===== config.mk =====
export PLATFORM = sky130hd
export DESIGN_NAME = ftl_addr_translator
export DESIGN_NICKNAME = d
export VERILOG_FILES = /design/src/rtl/ftl_pkg.sv /design/src/rtl/ftl_cache_tags.sv /design/src/rtl/ftl_addr_translator.sv
export SDC_FILE = /design/constraint.sdc
export NUM_CORES = 2
export LEC_CHECK = 0
export ABC_AREA = 1
export ABC_CLOCK_PERIOD_IN_PS = 7470
export CAP_MARGIN = 40
export CELL_PAD_IN_SITES_DETAIL_PLACEMENT = 0
export CELL_PAD_IN_SITES_GLOBAL_PLACEMENT = 1
export CORE_MARGIN = 5
export CORE_UTILIZATION = 40
export DETAILED_ROUTE_END_ITERATION = 12
export GPL_TIMING_DRIVEN = 0
export HOLD_SLACK_MARGIN = 0.06
export MAX_ROUTING_LAYER = met4
export PLACE_DENSITY_LB_ADDON = 0.1
export SYNTH_ARGS = -nofsm -noshare
export SYNTH_HDL_FRONTEND = slang
export SYNTH_SLANG_ARGS = --single-unit

===== constraint.sdc =====
create_clock -name clk_i -period 7.47 [get_ports clk_i]
set_input_delay 1.1205 -clock clk_i [delete_from_list [all_inputs] [get_ports clk_i]]
set_output_delay 1.1205 -clock clk_i [all_outputs]
set_load 0.05 [all_outputs]

===== src/rtl/ftl_pkg.sv =====
// rtl/ftl_pkg.sv - shared types and constants for the FTL address translator
package ftl_pkg;

  typedef enum logic [1:0] {
    IDLE   = 2'd0,
    LOOKUP = 2'd1,
    ALLOC  = 2'd2,
    RESP   = 2'd3
  } ftl_state_t;

  localparam logic MEM_READ  = 1'b0;
  localparam logic MEM_WRITE = 1'b1;

  // L2P entry width is fixed here; the top checks its NUM_PPAGES agrees.
  localparam int NUM_PPAGES_DEF = 512;
  localparam int PPN_W          = $clog2(NUM_PPAGES_DEF);

  typedef struct packed {
    logic             v;
    logic [PPN_W-1:0] ppn;
  } l2p_entry_t;

endpackage


===== src/rtl/ftl_cache_tags.sv =====
// rtl/ftl_cache_tags.sv - direct-mapped tag array tracking recently touched logical pages
module ftl_cache_tags #(
  parameter int LPN_W       = 8,
  parameter int CACHE_LINES = 16
) (
  input  logic             clk_i,
  input  logic             rst_i,
  input  logic [LPN_W-1:0] lpn_i,
  input  logic             install_i,
  output logic             hit_o
);

  localparam int IDX_W = $clog2(CACHE_LINES);

  logic [LPN_W-1:0]       tag_mem [CACHE_LINES];
  logic [CACHE_LINES-1:0] tag_v_q;
  logic [CACHE_LINES-1:0] tag_v_d;
  logic [IDX_W-1:0]       idx;

  assign idx   = lpn_i[IDX_W-1:0];
  assign hit_o = tag_v_q[idx] && (tag_mem[idx] == lpn_i);

  always_comb begin
    tag_v_d = tag_v_q;
    if (install_i) begin
      tag_v_d[idx] = 1'b1;
    end
  end

  always_ff @(posedge clk_i) begin
    if (rst_i) begin
      tag_v_q <= '0;
    end else begin
      tag_v_q <= tag_v_d;
    end
  end

  // Tag values carry no reset; an install coinciding with reset is dropped.
  always_ff @(posedge clk_i) begin
    if (install_i && !rst_i) begin
      tag_mem[idx] <= lpn_i;
    end
  end

endmodule


===== src/rtl/ftl_addr_translator.sv =====
// rtl/ftl_addr_translator.sv - logical-to-physical page translator with log-structured write allocation
module ftl_addr_translator
  import ftl_pkg::*;
#(
  parameter int ADDR_WIDTH       = 32,
  parameter int PAGE_OFFSET_BITS = 12,
  parameter int NUM_LPAGES       = 256,
  parameter int NUM_PPAGES       = 512,
  parameter int CACHE_LINES      = 16
) (
  input  logic                  clk_i,
  input  logic                  rst_i,
  input  logic [ADDR_WIDTH-1:0] mem_address,
  input  logic                  addr_valid,
  input  logic                  mem_rw,
  output logic [ADDR_WIDTH-1:0] mem_new_address,
  output logic                  addr_resp,
  output logic                  cache_hit,
  output logic                  busy_o,
  output logic                  wrap_o,
  output logic                  range_err_o
);

  localparam int LPN_W  = $clog2(NUM_LPAGES);
  localparam int IDX_W  = $clog2(CACHE_LINES);
  localparam int HI_LSB = PAGE_OFFSET_BITS + LPN_W;

  if (NUM_PPAGES < NUM_LPAGES) begin : g_err_ppages
    $error("NUM_PPAGES must be >= NUM_LPAGES");
  end
  if ($clog2(NUM_PPAGES) != PPN_W) begin : g_err_ppn_w
    $error("NUM_PPAGES does not match the L2P entry width");
  end
  if ((CACHE_LINES & (CACHE_LINES - 1)) != 0 || IDX_W > LPN_W) begin : g_err_lines
    $error("CACHE_LINES must be a power of 2 no larger than NUM_LPAGES");
  end
  if (PPN_W + PAGE_OFFSET_BITS > ADDR_WIDTH || HI_LSB > ADDR_WIDTH) begin : g_err_addr
    $error("ADDR_WIDTH too narrow for page geometry");
  end

  ftl_state_t              state_q, state_d;
  logic [ADDR_WIDTH-1:0]   addr_q, addr_d;
  logic                    rw_q, rw_d;
  logic [PPN_W-1:0]        free_ptr_q, free_ptr_d;
  logic                    hit_q, hit_d;
  logic [ADDR_WIDTH-1:0]   new_addr_q, new_addr_d;
  logic                    resp_q, resp_d;
  logic                    wrap_q, wrap_d;
  logic                    range_err_q, range_err_d;
  logic [NUM_LPAGES-1:0]   l2p_v_q, l2p_v_d;

  logic [PPN_W-1:0]        l2p_ppn_mem [NUM_LPAGES];
  l2p_entry_t              rd_entry;
  logic [LPN_W-1:0]        lpn;
  logic [PAGE_OFFSET_BITS-1:0] off;
  logic                    out_of_range;
  logic                    tag_hit;
  logic                    tag_install;
  logic                    l2p_we;

  assign lpn = addr_q[PAGE_OFFSET_BITS +: LPN_W];
  assign off = addr_q[PAGE_OFFSET_BITS-1:0];

  // Covers both stray high address bits and non-power-of-2 table sizes.
  assign out_of_range = ((addr_q >> HI_LSB) != '0) ||
                        ({1'b0, lpn} >= (LPN_W+1)'(NUM_LPAGES));

  assign rd_entry = '{v: l2p_v_q[lpn], ppn: l2p_ppn_mem[lpn]};

  ftl_cache_tags #(
    .LPN_W       (LPN_W),
    .CACHE_LINES (CACHE_LINES)
  ) u_tags (
    .clk_i     (clk_i),
    .rst_i     (rst_i),
    .lpn_i     (lpn),
    .install_i (tag_install),
    .hit_o     (tag_hit)
  );

  always_comb begin
    state_d     = state_q;
    addr_d      = addr_q;
    rw_d        = rw_q;
    free_ptr_d  = free_ptr_q;
    hit_d       = hit_q;
    new_addr_d  = new_addr_q;
    resp_d      = resp_q;
    wrap_d      = wrap_q;
    range_err_d = range_err_q;
    tag_install = 1'b0;
    l2p_we      = 1'b0;

    unique case (state_q)
      IDLE: begin
        resp_d = 1'b0;
        if (addr_valid) begin
          addr_d  = mem_address;
          rw_d    = mem_rw;
          state_d = LOOKUP;
        end
      end

      LOOKUP: begin
        hit_d = tag_hit;
        if (out_of_range) begin
          new_addr_d  = addr_q;
          hit_d       = 1'b0;
          range_err_d = 1'b1;
          state_d     = RESP;
        end else if (rw_q == MEM_WRITE) begin
          state_d = ALLOC;
        end else begin
          if (rd_entry.v) begin
            new_addr_d = ADDR_WIDTH'({rd_entry.ppn, off});
          end else begin
            new_addr_d = ADDR_WIDTH'({lpn, off});
          end
          tag_install = 1'b1;
          state_d     = RESP;
        end
      end

      ALLOC: begin
        l2p_we      = 1'b1;
        tag_install = 1'b1;
        new_addr_d  = ADDR_WIDTH'({free_ptr_q, off});
        if (free_ptr_q == PPN_W'(NUM_PPAGES - 1)) begin
          free_ptr_d = '0;
          wrap_d     = 1'b1;
        end else begin
          free_ptr_d = free_ptr_q + 1'b1;
        end
        state_d = RESP;
      end

      RESP: begin
        // Response is held at least one cycle before a low valid can release it.
        if (resp_q && !addr_valid) begin
          resp_d  = 1'b0;
          state_d = IDLE;
        end else begin
          resp_d = 1'b1;
        end
      end

      default: state_d = IDLE;
    endcase
  end

  always_comb begin
    l2p_v_d = l2p_v_q;
    if (l2p_we) begin
      l2p_v_d[lpn] = 1'b1;
    end
  end

  always_ff @(posedge clk_i) begin
    if (rst_i) begin
      state_q     <= IDLE;
      addr_q      <= '0;
      rw_q        <= MEM_READ;
      free_ptr_q  <= '0;
      hit_q       <= 1'b0;
      new_addr_q  <= '0;
      resp_q      <= 1'b0;
      wrap_q      <= 1'b0;
      range_err_q <= 1'b0;
      l2p_v_q     <= '0;
    end else begin
      state_q     <= state_d;
      addr_q      <= addr_d;
      rw_q        <= rw_d;
      free_ptr_q  <= free_ptr_d;
      hit_q       <= hit_d;
      new_addr_q  <= new_addr_d;
      resp_q      <= resp_d;
      wrap_q      <= wrap_d;
      range_err_q <= range_err_d;
      l2p_v_q     <= l2p_v_d;
    end
  end

  always_ff @(posedge clk_i) begin
    if (l2p_we && !rst_i) begin
      l2p_ppn_mem[lpn] <= free_ptr_q;
    end
  end

  assign mem_new_address = new_addr_q;
  assign addr_resp       = resp_q;
  assign cache_hit       = hit_q;
  assign busy_o          = (state_q != IDLE);
  assign wrap_o          = wrap_q;
  assign range_err_o     = range_err_q;

endmodule


---- Word level (Yosys, flattened, before mapping) ----
Memory sizes are Yosys's and may differ from the RTL's. A register that Yosys moved wholly into a read port is not among the register bits.
Cells that the tools add are included.
storage, ports and cells
  flip-flop bits (word level) ............. 352
  memory bits (writable) .................. 2432
  word-level logic and storage cells ...... 79
  memories kept ........................... 2
memories
  memory          words  width  rd ports  clocked after Yosys merged registers in  write ports  RTL line                   RTL
  l2p_ppn_mem     256    9      1         1                                        1            ftl_addr_translator.sv:52  logic [PPN_W-1:0] l2p_ppn_mem [NUM_LPAGES];
  u_tags.tag_mem  16     8      1         1                                        1            ftl_cache_tags.sv:15       logic [LPN_W-1:0] tag_mem [CACHE_LINES];
cells by class
  add/subtract/negate cells ............... 1
  $lt $le $gt $ge ......................... 4
  equal/unequal tests ..................... 8
  mux-type cells .......................... 33
  bitwise gates (word level) .............. 2
  reduce and logical (&&, ||, !) cells .... 18
operators by type and width
  operator               number
  $or A256 B256 Y256     1
  $mux W32               2
  $pmux W32 S2           1
  $reduce_bool A32 Y1    1
  $mux W21               1
  $mux W8                2
  $or A16 B16 Y16        1
  $mux W1                15
  $reduce_and A2 Y1      5
  $add A9 B1 Y9 const B  1
  $eq A9 B9 Y1 const B   1
  $lt A8 B9 Y1 const B   1
  $mux W9                1
  $bmux W1 S8            1
  $demux W1 S8           1
  $eq A8 B8 Y1           1
  $ge A8 B1 Y1 const B   1
  $mux W4                2
  $pmux W2 S4            1
  $logic_and A1 B1 Y1    6
  $reduce_bool A2 Y1     3
  $lt A4 B5 Y1 const B   1
  $bmux W1 S4            1
  $demux W1 S4           1
  other kinds (9)        14

---- Logic depth before layout (Yosys ltp) ----
  word-level depth ........................ 6
  gate-level depth with buffers ........... 19
  depth with buffers taken out ............ 18

---- By module ----
Synthesis repeated with hierarchy kept, for this count alone.
second synthesis, totals
  cells, all modules ...................... 10224
  area, all modules ....................... 112479.1 sq um
by module, submodules not included
  module               instances  cells an instance  area each (sq um)
  ftl_addr_translator  1          9629               106455.8
  ftl_cache_tags       1          595                6023.3

---- Least setup slack after synthesis ----
OpenSTA, ideal clock, no wires.
  path type ............................... register -> register
  start ................................... register free_ptr_q[1]
  end ..................................... register free_ptr_q[7]
  library setup time ...................... 0.117 ns
  arrival ................................. 5.131 ns
  setup slack ............................. 2.222 ns
  stages on the path, launching flop included .. 9
  path buffers ............................ 0
  cells stage by stage .................... dfxtp_1 ha_1 nand4_1 nor3_1 ha_1 nand2_1 nand2_1 a21oi_1 o21a_1
on the way
  word-level cells in the longest chain between the ends .. 2
  elaborated cells between the ends (all ways) .. 3
  classes of those cells .................. add/sub (1); eq/ne (1); mux (1)
ends and longest elaborated chain
  element                                               RTL line                                                RTL
  start, declared                                       ftl_addr_translator.sv:44                               logic [PPN_W-1:0] free_ptr_q, free_ptr_d;
  start signal, assigned                                ftl_addr_translator.sv:174                              free_ptr_q <= free_ptr_d;
  $add A9 B1 Y9 / $eq A9 B9 Y1 (equally long branches)  ftl_addr_translator.sv:132, ftl_addr_translator.sv:128
  $mux W9 (*)                                           ftl_addr_translator.sv:128                              if (free_ptr_q == PPN_W'(NUM_PPAGES - 1)) begin
Mark *: on every way between the ends. The rest lies on a longest branch, timed or not.
A chain may end at the register's enable or synchronous reset.

---- Worst setup path in the final report ----
  start ................................... register addr_q[15]
  end ..................................... memory l2p_ppn_mem[139][4] (netlist name) (enable)
RTL lines
  element                 RTL line                    RTL
  start, declared         ftl_addr_translator.sv:42   logic [ADDR_WIDTH-1:0] addr_q, addr_d;
  start signal, assigned  ftl_addr_translator.sv:172  addr_q <= addr_d;
  end, declared           ftl_addr_translator.sv:52
Straight into the memory's write port.

==> summary.md <==
| Metric | Value |
|---|---|
| Run status | `finished clean` |
| Reg-to-Reg End | `l2p_ppn_mem[139][4]` |
| CTS Root Cell | `clkbuf_16` |
| Crit Path Max Fanout | `17` |
| Post-layout util | `49.35%` |
| Final worst setup slack | `around 1800 ps` |
| Critical path origin | `addr_q[15]` |
| Vias in the first global route | `approximately 83,000` |
| Core Box Area | `0.2796 sq mm` |
| Clk slew on worst S/H paths | `60 ps` |
| ANT nets after route | `0` |
| Internal power consumption | `around 29 mW` |
| Yosys top cell area share | `64.96%` |
| Die ar. | `a little under 0.3 sq mm` |
| Die W | `540.1 um` |
| Clk pwr share | `between 30% and 40%` |
| Cell taking the most area after synthesis | `edfxtp_1` |
| GPL Wtd Cong | `~1.1` |
| Count of different cell masters after synthesis | `32` |
| Maximum buffer depth of the clock tree | `4` |
| Vias | `94,558` |
| Leak pwr | `50.32 nW` |
| # fillers | `approximately 25,000` |
| First-pass detailed-route iteration total | `7` |
| DR WL/cell | `44.06 um` |
| Synth Register Bits | `2,792` |
| Worst Reg-to-Reg Cells | `10` |
| Fin crit share | `76.46%` |
| Least-Margin Pin Slew | `roughly 1000 ps` |
| Setup crit end | `l2p_ppn_mem[139][4]` |
| Mapped Cells | `10,212` |
| Hold Fails Final Rpt | `0` |
| Post-synthesis compound-gate area fraction | `2.964%` |
| Critical path class | `reg -> reg` |
| Cell row count | `between 150 and 200` |
| Hold Buf Count CTS | `0` |
| Detailed placement HPWL | `509,500 um` |
| Initial DRC Count | `17,898` |
| Drt via density | `6.221` |
| Max-Cap Viols | `0` |
| Post-CTS sizing | `0` |
| Crit path time final | `5711 ps` |
| Average size of a mapped cell | `11.01 sq um` |
| Initial Util | `between 40% and 50%` |
| Simple-gate portion of the synthesized area | `22.34%` |
| Syn nets | `10,255` |
| CTS tree | `built` |
| Post-route total power | `48.23 mW` |
| Largest net degree at the start of global routing | `88` |
| Worst Skew | `66.99 ps` |
| Post-synthesis mux area share | `0%` |
| Switching Fraction | `39.94%` |
| Ys Warns | `0` |
| Peak VDD IR | `around 0.3 mV` |
| Port Buffers | `between 70 and 80` |
| Post-synthesis xor/xnor area fraction | `0.03895%` |
| Sequential share of power | `36.4%` |
| Hold WC Path Type | `reg -> reg` |
| First-pass GRT wire length | `roughly 850,000 um` |
| NumNets Final | `11,183` |
| Top post-synthesis cells by area | `edfxtp_1 (65%), nand2_1 (10%), nand3_1 (10%)` |
| Main combinational cell family by area after synthesis | `simple AND/OR/NAND/NOR gates` |
| # setup viols final | `0` |
| Rel. slew slack | `a little under a third` |
| Reg2Reg Setup Slack | `1760 ps` |
| H-tree depth | `5` |
| Die height | `540.1 um` |
| Drc violations | `0` |
| Layout Area Growth over Synthesis | `22.75%` |
| Post-Route WL | `669,700 um` |
| CP arrival | `6330 ps` |
| Combinational share of power | `32.2%` |
| Remaining global-route overflow | `0` |
| Adder-cell area share of the yosys netlist | `0.07791%` |
| Post-CTS setup repair buffer count | `0` |
| Pre-CTS setup slack | `roughly 2000 ps` |
| Mapped cell area | `0.1124 sq mm` |
| TritonCTS Buffers | `313` |
| Ports | `73` |
| Post-synthesis sequential area ratio | `71.37%` |
| Clk sink count | `2,792` |
| F_max | `175.1 MHz` |
| Data required, critical path | `8090 ps` |
| PwrDens | `~350 mW/mm^2` |
| GRT Total Usage | `45.96%` |
| Layout cells sized above 1 | `a little over an eighth` |
| P_sw | `19.27 mW` |
| Worst Setup End Kind | `flip-flop` |
| RSZ-0062 raised after global routing | `false` |
| Initial antenna violation count | `94` |
| RR Startpoint | `addr_q[15]` |
| Worst Setup Start Kind | `flip-flop` |
| Pins Over Slew Limit | `0` |
| Hold Path Stages | `2` |
| Worst skew pair latency | `990 ps` |
synth_stat cells, drive strengths merged:
cell    number
clkbuf     390
clkinv       6
nor4         2
a311oi       1
edfxtp    2432
a21oi       69
o221ai       4
nand3     2263
o21ai      454
buf        333
nor3b        2
o211ai       4
nand2     3120
o21bai       1
inv        131
nand4       17
xor2         5
o21a         1
or2          1
nor2       500
o22ai      100
dfxtp      360
ha           7
nor3         9
flip-flops by register name, indices dropped and copies added (netlist names), 2 cells and up, named ones only:
register         flops
state_q              2
u_tags.tag_mem     128
addr_q              32
l2p_v_q            256
mem_new_address     32
u_tags.tag_v_q      16
l2p_ppn_mem       2304
free_ptr_q           9
metrics by stage:
step                      setup TNS [ps]  cell area (sq um)  hold slack [ps]  cells
after CTS                              0             137700            460.0  15105
after detailed placement               0             128000            444.9  14542
after floorplan                        0             112400            428.6  10212
final                                  0             138000            456.6  15201
after global routing                   0             137900            477.7  15173
after global placement          -5751250             117800            438.6  14007
metal layers:
| metal | GRT usage [%] | share of wire, % |
|---|---|---|
| met1 | 57.78 | 37 |
| met2 | 62.35 | 41 |
| met3 | 16.66 | 14 |
| met4 | 29.73 | 8.2 |
| met5 | - | 0 |
power by group through the flow:
stage | combinational, mW | sequential, mW | clock [mW]
6_report | 15.5 | 17.6 | 15.1
3_3_place_gp | 13.1 | 18.5 | 0
5_1_grt | 15.3 | 17.6 | 15.7
3_5_place_dp | 14.6 | 17.9 | 0
4_1_cts | 14.7 | 17.6 | 15.1
2_1_floorplan | 5.35 | 18.2 | 0
worst max-delay path, stage by stage, from the launching register on:
cell and delay, ps:
dfxtp_1 750, clkbuf_2 320, inv_1 180, nor2_2 700, buf_2 510, inv_1 260, nor2_1 190, nand2_1 540
clkbuf_2 730, nor2_2 890, buf_8 250
cells by family after synthesis:
family | after synthesis
buffers and inverters | 860
AOI/OAI and AO/OA | 634
and+or+nand+nor | 5914
xor gates and xnor gates | 5
adders and majority gates | 7
DFF | 2792
cells in the final DEF, fill, tap and decap left out, types with 9 or more instances in the layout:
cell type        count
a21oi_1             69
buf_1               61
buf_12              47
buf_16             115
buf_2              257
buf_4               45
buf_6              117
buf_8              233
bufinv_16           14
clkbuf_1           421
clkbuf_16          319
clkbuf_2            44
clkdlybuf4s50_1     71
clkinv_1            67
clkinv_2            63
dfxtp_1            351
dfxtp_4              9
diode_2             89
edfxtp_1          2432
inv_1              121
inv_2               10
nand2_1           3119
nand3_1           2263
nand4_1             17
nor2_1             266
nor2_2             131
nor2_4             103
nor3_1               9
o21ai_0            449
o22ai_1            100
worst min path at each step:
stage | start | end
after CTS | l2p_v_q[108] | l2p_v_q[108]
after global routing | mem_new_address[31] | mem_new_address[31]
after global placement | l2p_v_q[49] | l2p_v_q[49]
final | l2p_v_q[62] | l2p_v_q[62]
after floorplan | l2p_v_q[101] | l2p_v_q[101]
after detailed placement | l2p_v_q[131] | l2p_v_q[131]
final cells by class:
type / instances / area, sq um / area share (%)
Clock inverter: 161 / 1276 / 0.9248
Timing Repair Buffer: 613 / 9851 / 7.138
Tap cell: 3724 / 4659 / 3.377
Multi-Input combinational cell: 6560 / 29670 / 21.50
Antenna cell: 89 / 222.7 / 0.1614
Buffer: 723 / 3154 / 2.286
Inverter: 137 / 514.2 / 0.3727
Sequential cell: 2792 / 80270 / 58.17
Clock buffer: 402 / 8374 / 6.069
No activity file was read; power rests on OpenSTA's default activity.
